`src/rtl/axi_lite_pkg.sv`:
```
`default_nettype none
// ============================================================================
// Module      : axi_lite_pkg
// Description : Shared AXI4-Lite response codes, master FSM states, defaults.
// Revision    : 1.0 - initial release
// ============================================================================
package axi_lite_pkg;

    typedef enum logic [1:0] {
        OKAY   = 2'b00,
        EXOKAY = 2'b01,
        SLVERR = 2'b10,
        DECERR = 2'b11
    } resp_t;

    localparam logic [2:0] ST_IDLE         = 3'd0;
    localparam logic [2:0] ST_WR_ADDR_DATA = 3'd1;
    localparam logic [2:0] ST_WR_RESP      = 3'd2;
    localparam logic [2:0] ST_RD_ADDR      = 3'd3;
    localparam logic [2:0] ST_RD_DATA      = 3'd4;
    localparam logic [2:0] ST_RSP          = 3'd5;

    localparam logic [2:0] PROT_DEFAULT = 3'b000;

endpackage : axi_lite_pkg
`default_nettype wire

```
`src/rtl/m_axi_lite_master.sv`:
```
`default_nettype none
// ============================================================================
// Module      : m_axi_lite_master
// Description : Single-outstanding AXI4-Lite initiator driven by a local
//               command/response handshake.
// Revision    : 1.0 - initial release
// ============================================================================
module m_axi_lite_master
    import axi_lite_pkg::*;
#(
    parameter int DATA_WIDTH = 32,
    parameter int ADDR_WIDTH = 5
) (
    input  logic                      m_axi_aclk,
    input  logic                      m_axi_areset,

    input  logic                      cmd_valid,
    output logic                      cmd_ready,
    input  logic                      cmd_we,
    input  logic [ADDR_WIDTH-1:0]     cmd_addr,
    input  logic [DATA_WIDTH-1:0]     cmd_wdata,
    input  logic [DATA_WIDTH/8-1:0]   cmd_wstrb,
    input  logic [2:0]                cmd_prot,

    output logic                      rsp_valid,
    input  logic                      rsp_ready,
    output logic                      rsp_we,
    output logic [DATA_WIDTH-1:0]     rsp_rdata,
    output logic [1:0]                rsp_resp,

    output logic [ADDR_WIDTH-1:0]     m_axi_awaddr,
    output logic [2:0]                m_axi_awport,
    output logic                      m_axi_awvalid,
    input  logic                      m_axi_awready,
    output logic [DATA_WIDTH-1:0]     m_axi_wdata,
    output logic [DATA_WIDTH/8-1:0]   m_axi_wstrb,
    output logic                      m_axi_wvalid,
    input  logic                      m_axi_wready,
    input  logic [1:0]                m_axi_bresp,
    input  logic                      m_axi_bvalid,
    output logic                      m_axi_bready,
    output logic [ADDR_WIDTH-1:0]     m_axi_araddr,
    output logic [2:0]                m_axi_arport,
    output logic                      m_axi_arvalid,
    input  logic                      m_axi_arready,
    input  logic [DATA_WIDTH-1:0]     m_axi_rdata,
    input  logic [1:0]                m_axi_rresp,
    input  logic                      m_axi_rvalid,
    output logic                      m_axi_rready
);

    localparam int STRB_WIDTH = DATA_WIDTH / 8;

    generate
        if (DATA_WIDTH != 32 && DATA_WIDTH != 64) begin : g_bad_data_width
            $error("m_axi_lite_master: DATA_WIDTH must be 32 or 64");
        end
    endgenerate

    logic [2:0]             r_state;
    logic [ADDR_WIDTH-1:0]  r_addr;
    logic [DATA_WIDTH-1:0]  r_wdata;
    logic [STRB_WIDTH-1:0]  r_wstrb;
    logic [2:0]             r_prot;
    logic                   r_awvalid;
    logic                   r_wvalid;
    logic                   r_arvalid;
    logic                   r_aw_done;
    logic                   r_w_done;
    logic                   r_rsp_we;
    logic [DATA_WIDTH-1:0]  r_rsp_rdata;
    logic [1:0]             r_rsp_resp;

    logic w_aw_hs;
    logic w_w_hs;
    logic w_aw_fin;
    logic w_w_fin;

    assign w_aw_hs  = r_awvalid & m_axi_awready;
    assign w_w_hs   = r_wvalid & m_axi_wready;
    // AW and W may complete in either order or together.
    assign w_aw_fin = r_aw_done | w_aw_hs;
    assign w_w_fin  = r_w_done | w_w_hs;

    always_ff @(posedge m_axi_aclk or posedge m_axi_areset) begin
        if (m_axi_areset) begin
            r_state     <= ST_IDLE;
            r_addr      <= '0;
            r_wdata     <= '0;
            r_wstrb     <= '0;
            r_prot      <= PROT_DEFAULT;
            r_awvalid   <= 1'b0;
            r_wvalid    <= 1'b0;
            r_arvalid   <= 1'b0;
            r_aw_done   <= 1'b0;
            r_w_done    <= 1'b0;
            r_rsp_we    <= 1'b0;
            r_rsp_rdata <= '0;
            r_rsp_resp  <= 2'b00;
        end else begin
            case (r_state)
                ST_IDLE: begin
                    if (cmd_valid) begin
                        r_addr  <= cmd_addr;
                        r_wdata <= cmd_wdata;
                        r_wstrb <= cmd_wstrb;
                        r_prot  <= cmd_prot;
                        if (cmd_we) begin
                            r_awvalid <= 1'b1;
                            r_wvalid  <= 1'b1;
                            r_aw_done <= 1'b0;
                            r_w_done  <= 1'b0;
                            r_state   <= ST_WR_ADDR_DATA;
                        end else begin
                            r_arvalid <= 1'b1;
                            r_state   <= ST_RD_ADDR;
                        end
                    end
                end
                ST_WR_ADDR_DATA: begin
                    if (w_aw_hs) begin
                        r_awvalid <= 1'b0;
                        r_aw_done <= 1'b1;
                    end
                    if (w_w_hs) begin
                        r_wvalid <= 1'b0;
                        r_w_done <= 1'b1;
                    end
                    if (w_aw_fin && w_w_fin) begin
                        r_state <= ST_WR_RESP;
                    end
                end
                ST_WR_RESP: begin
                    if (m_axi_bvalid) begin
                        r_rsp_resp  <= m_axi_bresp;
                        r_rsp_rdata <= '0;
                        r_rsp_we    <= 1'b1;
                        r_state     <= ST_RSP;
                    end
                end
                ST_RD_ADDR: begin
                    if (m_axi_arready) begin
                        r_arvalid <= 1'b0;
                        r_state   <= ST_RD_DATA;
                    end
                end
                ST_RD_DATA: begin
                    if (m_axi_rvalid) begin
                        r_rsp_rdata <= m_axi_rdata;
                        r_rsp_resp  <= m_axi_rresp;
                        r_rsp_we    <= 1'b0;
                        r_state     <= ST_RSP;
                    end
                end
                ST_RSP: begin
                    if (rsp_ready) begin
                        r_state <= ST_IDLE;
                    end
                end
                default: begin
                    r_state <= ST_IDLE;
                end
            endcase
        end
    end

    assign cmd_ready     = (r_state == ST_IDLE);
    assign rsp_valid     = (r_state == ST_RSP);
    assign rsp_we        = r_rsp_we;
    assign rsp_rdata     = r_rsp_rdata;
    assign rsp_resp      = r_rsp_resp;

    assign m_axi_awaddr  = r_addr;
    assign m_axi_awport  = r_prot;
    assign m_axi_awvalid = r_awvalid;
    assign m_axi_wdata   = r_wdata;
    assign m_axi_wstrb   = r_wstrb;
    assign m_axi_wvalid  = r_wvalid;
    assign m_axi_bready  = (r_state == ST_WR_RESP);
    assign m_axi_araddr  = r_addr;
    assign m_axi_arport  = r_prot;
    assign m_axi_arvalid = r_arvalid;
    assign m_axi_rready  = (r_state == ST_RD_DATA);

endmodule : m_axi_lite_master
`default_nettype wire
```
`config.mk`:
```
export PLATFORM = sky130hd
export DESIGN_NAME = m_axi_lite_master
export DESIGN_NICKNAME = d
export VERILOG_FILES = /design/src/rtl/axi_lite_pkg.sv /design/src/rtl/m_axi_lite_master.sv
export SDC_FILE = /design/constraint.sdc
export NUM_CORES = 1
export LEC_CHECK = 0
export ABC_AREA = 1
export CORE_MARGIN = 1
export CORE_UTILIZATION = 30
export CTS_CLUSTER_DIAMETER = 40
export DETAILED_ROUTE_END_ITERATION = 12
export GPL_TIMING_DRIVEN = 0
export PLACE_DENSITY_LB_ADDON = 0.2
export REMOVE_ABC_BUFFERS = 1
export SKIP_CTS_REPAIR_TIMING = 1
export SLEW_MARGIN = 20
export SYNTH_ARGS = -nofsm -noshare
export SYNTH_HDL_FRONTEND = slang
export SYNTH_SLANG_ARGS = --single-unit
```
`constraint.sdc`:
```
create_clock -name m_axi_aclk -period 3.1 [get_ports m_axi_aclk]
set_input_delay 0.62 -clock m_axi_aclk [delete_from_list [all_inputs] [get_ports m_axi_aclk]]
set_output_delay 0.62 -clock m_axi_aclk [all_outputs]
set_load 0.02 [all_outputs]
```
==> results.md, run 1 <==
- The total detailed-routing wirelength is 10,600 µm.
- The largest single stage delay on the critical path is 0.63 ns.
- Before CTS, the worst setup slack after placement is 0.490 ns.
- The synthesized design devotes to its leading area cell type 55.9% of total area.
- The critical setup path kind is flop to primary output.
- The via count is 3,417.
- The endpoint arrival time on the critical path is 2.34 ns.
- The met3 track utilization from global routing is 3.77%.
- The simple-gate share of the synthesized area is 34.6%.
- In this run the most critical hold path is launched from m_axi_wdata[0]$_DFFE_PP0P_.
- The number of antenna violations at the first check in global routing is 0.
- Timing would allow up to 337 MHz.
- The first TritonRoute pass finished after 5 iterations.
- The clock-pin slew reported for the worst setup and hold paths after clock tree synthesis is 0.06 ns.
- The worst endpoint required time is 2.48 ns.
- The endpoint of the worst hold path is m_axi_wdata[0]$_DFFE_PP0P_.
- The proportion of synthesized area in mux cells is 0%.
- The half-perimeter wire length after detailed placement is 7250 µm.
- The maximum ir drop on the vdd rail is 0.475 mV.
- The core region is 0.0126 mm².
- For this design the top-level I/O count stands at 184.
- Across the routed clock network, the largest skew measured is 0.00728 ns.
- Yosys mapped a number of flops with a built-in enable equal to 0.
- The worst-case setup margin in the final layout is 0.136 ns.
- Counting distinct cell types in the post-synthesis netlist gives 25.
- The floorplan row count is 41.
- The slowest stage of the critical path belongs to the cell clkdlybuf4s50_1.
- The final net count is 690.
- STA classifies the critical path endpoint as a primary output.
- The static leakage power is 2.92 nW.
- The relative slew slack is 43.0%.
- For this run, asynchronously set or reset flops after synthesis account for 100%.
- The area of all placed cells without fillers is 0.00607 mm².
- The area enclosed by the die boundary is 0.0134 mm².
- The power density of the placed cells is 1020 mW/mm².
- The met1 layer usage reported by global route is 20.8%.
- Clock latency on the worst-skew pair, taken at its later pin, is 0.34 ns.
- The proportion of layout cells with a drive suffix above 1 is 8.93%.
- Summing the areas of all xor and xnor instances in the mapped netlist gives 0% of the synthesized area.
- The starting DRC count in detailed routing is 153.
- The flow ran to the end, and the final reports show no timing, DRC or antenna violations.
- The number of hold-slack violations in the final timing report is 0.
- The max-slew violation count came to 0.
- The number of buffers on the longest clock path is 2.
- Summed over all instances, the cell type with the most area after synthesis is dfrtp_1.
- The repair_antennas step left the layout with diodes totalling 0.
- Setup repair after global routing left no endpoint under its margin.
- The kind of cell adding the most delay to the critical path is buffers and inverters.
- Among all flip-flop cells after synthesis, the most frequent one is dfrtp_1.
- The logic depth of the worst register-to-register path is 6.
- The cell area that synthesis handed to floorplanning was 0.00390 mm².
- The combinational family with the most area after synthesis is simple AND/OR/NAND/NOR gates.
- Final hold analysis gives a worst-case slack of 0.469 ns.
- Relative to the synthesized area, the layout overhead comes to 55.8%.
- The synthesized netlist devotes 0% of its cell area to adder and majority cells.
- Setup violations remaining at the end of the flow were counted as 0.
- The number of cells on the worst hold path is 2.
- The wire length of the first global-routing pass is 16,700 µm.
- The die span in y is 116 µm.
- The worst path in the final design needs a cycle of 2.96 ns, including I/O delays and setup.
- The maximum number of pins on one net before global-route repair is 53.
- The number of flip-flops and latches in the synthesized netlist is 87.
- The number of global-route vias before repair is 3,306.
- The pin slew with the least headroom to its limit is 0.852 ns.
- The classification of the worst-slack hold path is flop to flop.
- Synthesis handed over a netlist of 436 instances.
- The all-layer global routing usage is 16.2%.
- The placed standard-cell area is 0.00577 mm².
- The critical path goes through inv_1, nand2_1, nor2_4, buf_16, clkdlybuf4s50_1.
- After synthesis, the cell types taking the most area are dfrtp_1, nand2_1, nand3_1.
- The number of design rule violations left after detail routing is 0.
- The sequential area share after synthesis is 55.9%.
- The final critical path takes up 95.6% of the cycle.
- The number of buffers created by CTS is 9.
- The CTS H-tree depth is 3.
- The remaining antenna violation count after routing is 0.
- The synthesized netlist devotes 1.38% of its cell area to compound gates.
- In this run the critical register-to-register path is captured at rsp_rdata[15]$_DFFE_PP0P_.
- STA classifies the critical path startpoint as a flop.
- The total overflow left after global routing is 0.
- The TritonCTS clock tree is yes.
- The critical path contains buffers and inverters numbering 3 combined.
- The master cell of the clock root buffer is clkbuf_16.
- For the final routed database, the setup TNS stands at 0 ns.
- From left edge to right edge, the die measures 116 µm.
- The maximum fanout count along the critical path is 29.
- Counting every sink on the clock net gives 87.
- The initial core utilization is 30.9%.
- The detail-routed via count per cell is 4.40.
- The startpoint of the worst register-to-register path is r_state[0]$_DFFE_PP0P_.
- During placement, the flow inserted port buffers numbering 183.
- The max-cap check violation count is 0.
- The number of warnings issued by yosys is 0.
- Yosys instantiated no cell more often than nand2_1.
- The placer congestion estimate is 0.826.
- In the synthesized netlist, the cells that appear most often are nand2_1, dfrtp_1, nand3_1.
- Power comes to 6.18 mW.
- For flop-to-flop paths, the worst setup slack is 0.82 ns.
- The mean post-synth cell area is 8.94 µm².
- The layer flagged by global routing as most heavily used is met2.
- The global-route met2 utilization is 26.0%.
- The detailed-route wire length per cell is 13.7 µm.
==> area by class of cell <==
type / count / area, µm²
Clock inverter: 7 / 71.3
Timing Repair Buffer: 186 / 1900
Inverter: 17 / 72.6
Fill cell: 1252 / 6550
Tap cell: 172 / 215
Clock buffer: 9 / 225
Multi-Input combinational cell: 299 / 1410
Sequential cell: 87 / 2180
==> state kept, by name, summed over array words and instances, names as in the netlist, 2 cells and up <==
register / flops
m_axi_wstrb: 4
m_axi_arport: 3
rsp_resp: 2
m_axi_araddr: 5
r_state: 3
rsp_rdata: 32
m_axi_wdata: 32
==> layout by cell type (no fill, tap or decap) <==
cell type        count
a21oi_1              5
nand3b_1             2
inv_4                1
nand4_1              2
nand3_1             72
inv_6                2
buf_16               2
clkinvlp_4           3
bufinv_16            1
o21ai_0              4
nand3_4              2
nor2_4               3
inv_1               12
clkdlybuf4s50_1    182
nand3_2             11
buf_2                1
buf_12               1
clkinv_2             3
a21oi_2              1
nand2_1            177
nand2_2             11
nor2_8               1
dfrtp_1             87
inv_2                2
clkbuf_16            9
nor2_1               7
and2_1               1
==> worst reg2reg max path, stage by stage, from the launching register on <==
cell,delay [ns]
dfrtp_1,0.65
inv_1,0.25
nand3_2,0.18
nand3_4,0.41
inv_4,0.55
nand2_1,0.11
nand2_1,0.09
==> where the power goes <==
part	internal [mW]	switching [mW]	leakage (nW)
clock	0.624	0.459	0.138
combinational	1.42	1.70	1.68
sequential	1.64	0.337	1.10
total	3.69	2.49	2.92
==> per-stage QoR <==
| stage | cells | utilization, % |
|---|---|---|
| 6_report | 777 | 48.1 |
| 2_1_floorplan | 403 | - |
| 5_1_grt | 777 | 48.1 |
| 3_3_place_gp | 758 | 45.1 |
| 3_5_place_dp | 761 | 45.7 |
| 4_1_cts | 777 | 48.1 |
==> layer usage <==
metal / part of all wire (%) / routed length (µm)
met1: 43 / 4560
met2: 50 / 5310
met3: 5.2 / 548
met4: 1.9 / 202
met5: 0 / 0
==> how the worst max path moves through the flow <==
| stage | startpoint | endpoint | cells after the start |
|---|---|---|---|
| floorplan | m_axi_areset | m_axi_araddr[0]$_DFFE_PP0P_ | 1 |
| global placement | m_axi_areset | m_axi_wdata[17]$_DFFE_PP0P_ | 2 |
| detailed placement | r_state[2]$_DFFE_PP0P_ | cmd_ready | 5 |
| CTS | r_state[2]$_DFFE_PP0P_ | cmd_ready | 5 |
| global route | r_state[2]$_DFFE_PP0P_ | cmd_ready | 5 |
| finish | r_state[2]$_DFFE_PP0P_ | cmd_ready | 5 |
==> cells by family after synthesis <==
logic type / count (synthesis)
buffers and inverters: 50
AO/OA/AOI/OAI: 10
flip-flops: 87
AND/OR/NAND/NOR: 289
No activity file was read; power rests on OpenSTA's default activity.
==> inputs of run 2 (changes only) <==
--- a/config.mk
+++ b/config.mk
@@ -6,7 +6,8 @@
 export NUM_CORES = 1
 export LEC_CHECK = 0
 export ABC_AREA = 1
-export CORE_MARGIN = 1
+export ABC_CLOCK_PERIOD_IN_PS = 3100
+export CORE_MARGIN = 2
 export CORE_UTILIZATION = 30
 export CTS_CLUSTER_DIAMETER = 40
 export DETAILED_ROUTE_END_ITERATION = 12
==> results.md, run 2 (synthesis gave the netlist of run 1 again) <==
- The run finished with clean final reports.
- Overall power consumption after layout is estimated at 6.37 mW.
- Port buffering added 183 buffers.
- The classification of the worst-slack hold path is flop to flop.
- The number of global-route vias before repair is 3,463.
- The remaining global-route overflow is 0.
- Of all nets on the critical path, the largest fanout is 19.
- The number of buffers on the longest clock path is 2.
- Row generation in the floorplan step produced 41 rows.
- The H-tree generated during clock tree synthesis spans 3 levels.
- From bottom edge to top edge, the die measures 118 µm.
- In this run the count of I/O pins placed on the die edge is 184.
- Counting the buffers created by CTS gives 9.
- The placer congestion estimate is 0.789.
- The kind of capture point of the worst setup path is a primary output.
- The first-pass detailed-route iteration total is 4.
- The total detailed-routing wirelength is 11,000 µm.
- In this run the power density over the cells is 1040 mW/mm².
- In the final design database the tool counted 690 nets.
- The number of antenna diodes in the final layout is 0.
- The clock-pin slew reported for the worst setup and hold paths after clock tree synthesis is 0.06 ns.
- The final standard cell count with taps included and fillers excluded is 777.
- Once placement completed, the tool counted placed cells totaling 761.
- The final route contains 3,433 vias.
- TritonCTS built the clock tree.
- The setup path with the least slack is of type flop to primary output.
- The clock reaches the later pin of the worst-skew pair after 0.34 ns.
- In this run, the number of DRC markers left after iteration 0 of detailed routing was 223.
- The floorplan step defined a die boundary enclosing 0.0139 mm².
- Setup repair after global routing left no endpoint under its margin.
- Of the cells placed in the final design, the portion with a size suffix greater than 1 is 8.93%.
- The number of hold-slack violations in the final timing report is 0.
- The maximum ir drop on the vdd rail is 0.424 mV.
- The all-layer global routing usage is 16.3%.
- Entering global routing, the biggest net connects 53 pins.
- The initial core utilization is 30.7%.
- The tree built by TritonCTS fans out to 87 sinks.
- The worst path meets setup with 0.307 ns of slack.
- The detailed-route wire length per cell is 14.1 µm.
- Timing analysis after detailed placement gives a worst setup slack of 0.551 ns.
- Max-cap violations in this run came to 0.
- The floorplan step defined a core boundary enclosing 0.0127 mm².
- The worst path in the final design needs a cycle of 2.79 ns, including I/O delays and setup.
- Derived from the worst setup path, the maximum achievable clock frequency is 358 MHz.
- The max-slew violation count is 0.
- The worst setup path is launched from a flop.
- The remaining antenna violation count after routing is 0.
- The analysis attributes to cell leakage a power of 2.95 nW.
- Of the available clock period, the critical path in the final layout requires 90.1%.
- The relative slew slack is 43.3%.
- Setup violations remaining at the end of the flow were counted as 0.
- The worst endpoint required time is 2.48 ns.
- The HPWL after detailed placement is 7640 µm.
- The die is 118 µm wide.
- Compared with the post-synthesis result, the final layout area differs by 57.0%.
- The tightest hold path in the finished design has a slack of 0.471 ns.
- The number of design rule violations left after detail routing is 0.
- Leaving out fill and tap cells, the most frequent cell in the layout is clkdlybuf4s50_1.
- The wire length of the first global-routing pass is 18,000 µm.
- The number of antenna violations at the first check in global routing is 0.
- The pin slew with the least headroom to its limit is 0.848 ns.
- The library cells used most frequently in the layout, excluding fill and tap cells, are clkdlybuf4s50_1, nand2_1, dfrtp_1.
- CTS placed an instance of clkbuf_16 at the clock tree root.
- The detail-routed via count per cell is 4.42.
- The clock arrives with 0.00486 ns of skew.
- The endpoint arrival time on the critical path is 2.17 ns.
## run 2: cell count changes in the layout (fill, tap and decap cells not counted), sizes merged
| cell | delta |
|---|---|
| inv | -1 |
| clkinvlp | -2 |
| bufinv | +2 |
| clkbuf | +1 |
## run 2: power by group
group          switching (mW)  internal (mW)
sequential              0.345           1.64
combinational            1.71           1.42
clock                   0.448          0.806
total                    2.50           3.87
## run 2: stage by stage
step | area (µm²) | setup TNS (ns) | util (%)
2_1_floorplan | 3650 | 0 | -
3_3_place_gp | 5690 | -140.98 | 44.9
3_5_place_dp | 5770 | 0 | 45.5
4_1_cts | 6120 | 0 | 48.3
5_1_grt | 6120 | 0 | 48.3
6_report | 6120 | 0 | 48.3
## run 2: critical path, cell delays in order, from the launching register on
cell             delay [ns]
dfrtp_1                0.46
inv_2                  0.12
nand2_1                0.10
nor2_4                 0.43
clkdlybuf4s50_1        0.71
## run 2: final timing paths
| check | startpoint | to | slack (ns) | depth (start not counted) |
|---|---|---|---|---|
| setup / recovery | r_state[1]$_DFFE_PP0P_ | cmd_ready | 0.31 | 4 |
| hold / removal | m_axi_wdata[1]$_DFFE_PP0P_ | m_axi_wdata[1]$_DFFE_PP0P_ | 0.47 | 2 |
| setup reg to reg | r_state[0]$_DFFE_PP0P_ | rsp_rdata[21]$_DFFE_PP0P_ | 0.79 | 6 |
| hold reg to reg | m_axi_wdata[1]$_DFFE_PP0P_ | m_axi_wdata[1]$_DFFE_PP0P_ | 0.47 | 2 |
| max in group asynchronous | m_axi_areset | r_aw_done$_DFFE_PP0P_ | 1.84 | 3 |
| min in group asynchronous | m_axi_areset | rsp_rdata[4]$_DFFE_PP0P_ | 0.66 | 2 |
## run 2: final cells by class
class                   count  area, µm²
clock buffers              10        239
multi-input cells         299       1410
well taps                 172        215
inverters                  17       70.1
clock inverters             6        108
repair buffers            186       1900
fillers                  1244       6550
flip-flops and latches     87       2180
## run 2: layer usage
layer | up-vias | share of wire (%) | GRT usage (%)
met1 | 1629 | 43 | 19.6
met5 | - | 0 | 0
li1 | 1705 | - | -
met3 | 17 | 4.5 | 3.63
met2 | 82 | 50 | 27.1
met4 | 0 | 2.6 | 8.36
==> inputs of run 3 (changes only) <==
--- a/config.mk
+++ b/config.mk
@@ -12,9 +12,8 @@
 export CTS_CLUSTER_DIAMETER = 40
 export DETAILED_ROUTE_END_ITERATION = 12
 export GPL_TIMING_DRIVEN = 0
-export PLACE_DENSITY_LB_ADDON = 0.2
+export PLACE_DENSITY = 0.73
 export REMOVE_ABC_BUFFERS = 1
-export SKIP_CTS_REPAIR_TIMING = 1
 export SLEW_MARGIN = 20
 export SYNTH_ARGS = -nofsm -noshare
 export SYNTH_HDL_FRONTEND = slang
==> results.md, run 3 (synthesis gave the netlist of run 1 again) <==
- The via count is 3,497.
- Detailed placement ended at an HPWL of 7680 µm.
- Counting the buffers created by CTS gives 9.
- For the pin with the worst max-slew slack, the measured transition is 0.808 ns.
- The number of cells upsized or downsized after cts is 0.
- The clock period minus worst slack is 3.00 ns.
- Entering global routing, the biggest net connects 47 pins.
- The critical setup path kind is flop to primary output.
- The placer congestion estimate is 0.815.
- The clock insertion delay at the later pin of the skew report is 0.33 ns.
- The worst register-to-register path begins at r_state[0]$_DFFE_PP0P_.
- After detailed routing, the number of vias per cell comes to 4.50.
- 184 I/O pins were placed.
- The number of global-route vias before repair came to 3,534.
- The area enclosed by the die boundary is 0.0139 mm².
- The total power is 6.12 mW.
- The share of the core filled with cells is 47.7%.
- The number of antenna violations at the first check in global routing is 0.
- The commonest non-fill, non-tap cell in the layout is clkdlybuf4s50_1.
- Cells with a size suffix above 1 make up 8.43% of the layout.
- The area of all placed cells without fillers is 0.00605 mm².
- The initial core utilization is 30.7%.
- The achievable frequency is 334 MHz.
- The all-layer global routing usage is 15.4%.
- The slowest stage of the critical path belongs to the cell clkdlybuf4s50_1.
- The startpoint of the most critical hold path is m_axi_wdata[5]$_DFFE_PP0P_.
- After detailed routing, the average wire length per cell comes to 13.6 µm.
- The met1 layer usage reported by global route is 18.4%.
- The final clock skew is 0.00928 ns.
- Along the worst path, the maximum fanout reaches 28.
- The logic depth of the worst register-to-register path is 6.
- The final layout contains 690 nets.
- The number of hold-slack violations in the final timing report is 0.
- Setup repair after global routing left no endpoint under its margin.
- The kind of capture point of the worst setup path is a primary output.
- The master cell of the clock root buffer is clkbuf_16.
- The first routing iteration left 202 violations.
- The count of cells in the finished layout, fillers not included, comes to 777.
- The wire length of the first global-routing pass is 17,600 µm.
- Power spread over the standard cell area amounts to 1010 mW/mm².
- The TritonCTS clock tree is yes.
- Including well taps, the total number of placed cells is 761.
- The remaining antenna violation count after routing is 0.
- On the worst path, the slowest cell contributes a delay of 0.63 ns.
- VDD sags by at most 0.412 mV.
- The clock passes through at most 2 buffers.
- After routing, the total negative slack on setup checks comes to 0 ns.
- Prior to clock tree synthesis, the placed netlist has a worst setup slack of 0.470 ns.
- The max-slew violation count was 0.
- In the routed design, unresolved DRC markers number 0.
- In the post-route analysis, the smallest setup slack over all paths is 0.104 ns.
- The antenna diode instance count is 0.
- The run finished with clean final reports.
- Setup violations remaining at the end of the flow were counted as 0.
- After detailed placement, the total cell area comes to 0.00578 mm².
- The analysis attributes to cell leakage a power of 2.92 nW.
- The tool flagged a number of max-cap violations equal to 0.
- The worst hold path passes through 2 cells.
- The post-cts hold buffer count is 0.
- The area of the core is 0.0127 mm².
- In this run the tool buffered the top-level ports with 183 buffer cells.
- Global routing consumed, on the met2 layer, 26.8% of the routing resources.
- The die span in y is 118 µm.
- The met3 track utilization from global routing is 3.68%.
- From synthesis to final layout, the design area changed by 55.2%.
- Setup slack on the worst reg-to-reg path comes out at 0.85 ns.
- Summed over all layers, the routed wires come to 10,600 µm.
- In the layout the commonest cells are clkdlybuf4s50_1, nand2_1, dfrtp_1.
- After clock tree synthesis, the clock-pin slew on the worst setup and hold paths is 0.06 ns.
- Post-CTS timing repair inserted 0 buffers for setup.
- The startpoint kind of the worst setup timing path is a flop.
- The CTS H-tree depth is 3.
- The worst register-to-register path ends at rsp_rdata[27]$_DFFE_PP0P_.
- The pre-antenna-repair detailed-routing pass consisted of 4 iterations.
- The global routing stage identified its most utilized layer as met2.
- STA puts the critical path data arrival time at 2.38 ns.
- The remaining global-route overflow is 0.
- Data on the critical path is required at its endpoint by 2.48 ns.
- The critical path goes through inv_2, nand2_1, nor2_4, buf_16, clkdlybuf4s50_1.
- The worst hold slack after final layout is 0.467 ns.
- From left edge to right edge, the die measures 118 µm.
- The post-route fraction of the period consumed by the critical path is 96.7%.
- Headroom to the max-slew limit came out at 45.9%.
- The floorplan row count is 41.
- CTS saw 87 sinks.
- The classification of the worst-slack hold path is flop to flop.
- For hold timing, the worst endpoint is m_axi_wdata[5]$_DFFE_PP0P_.
run 3: changes by cell type in the layout (fill, tap and decap cells not counted):
cell        previous run  this run
clkinvlp_4             1         0
buf_12                 1         0
clkinv_4               0         1
buf_16                 2         3
bufinv_16              3         0
clkbuf_1               0         3
run 3: per-layer routing:
metal / vias up / part of all wire (%)
li1: 1707 / -
met1: 1679 / 41
met2: 98 / 52
met3: 13 / 4.9
met4: 0 / 1.8
met5: - / 0
run 3: where the power goes:
group,internal (mW),switching (mW)
Clock,0.565,0.422
Sequential,1.65,0.350
Combinational,1.42,1.72
Total,3.63,2.49
run 3: area by class of cell:
class,count,area (µm²)
fillers,1230,6620
flip-flops and latches,87,2180
repair buffers,186,1910
multi-input cells,299,1410
clock buffers,13,250
well taps,172,215
inverters,17,70.1
clock inverters,3,18.8
run 3: how the worst max path moves through the flow:
stage | from | end | slack (ns)
2_1_floorplan | m_axi_areset | m_axi_araddr[0]$_DFFE_PP0P_ | 0.23
3_3_place_gp | m_axi_areset | m_axi_wdata[19]$_DFFE_PP0P_ | -1.16
3_5_place_dp | r_state[1]$_DFFE_PP0P_ | cmd_ready | 0.47
4_1_cts | r_state[1]$_DFFE_PP0P_ | cmd_ready | 0.11
5_1_grt | r_state[1]$_DFFE_PP0P_ | cmd_ready | 0.003
6_report | r_state[1]$_DFFE_PP0P_ | cmd_ready | 0.10
run 3: critical path: cells and delay by family, from the launching register on:
kind,cells,cell delay (ns)
flops,1,0.46
buf+inv,3,0.99
simple gates,2,0.59
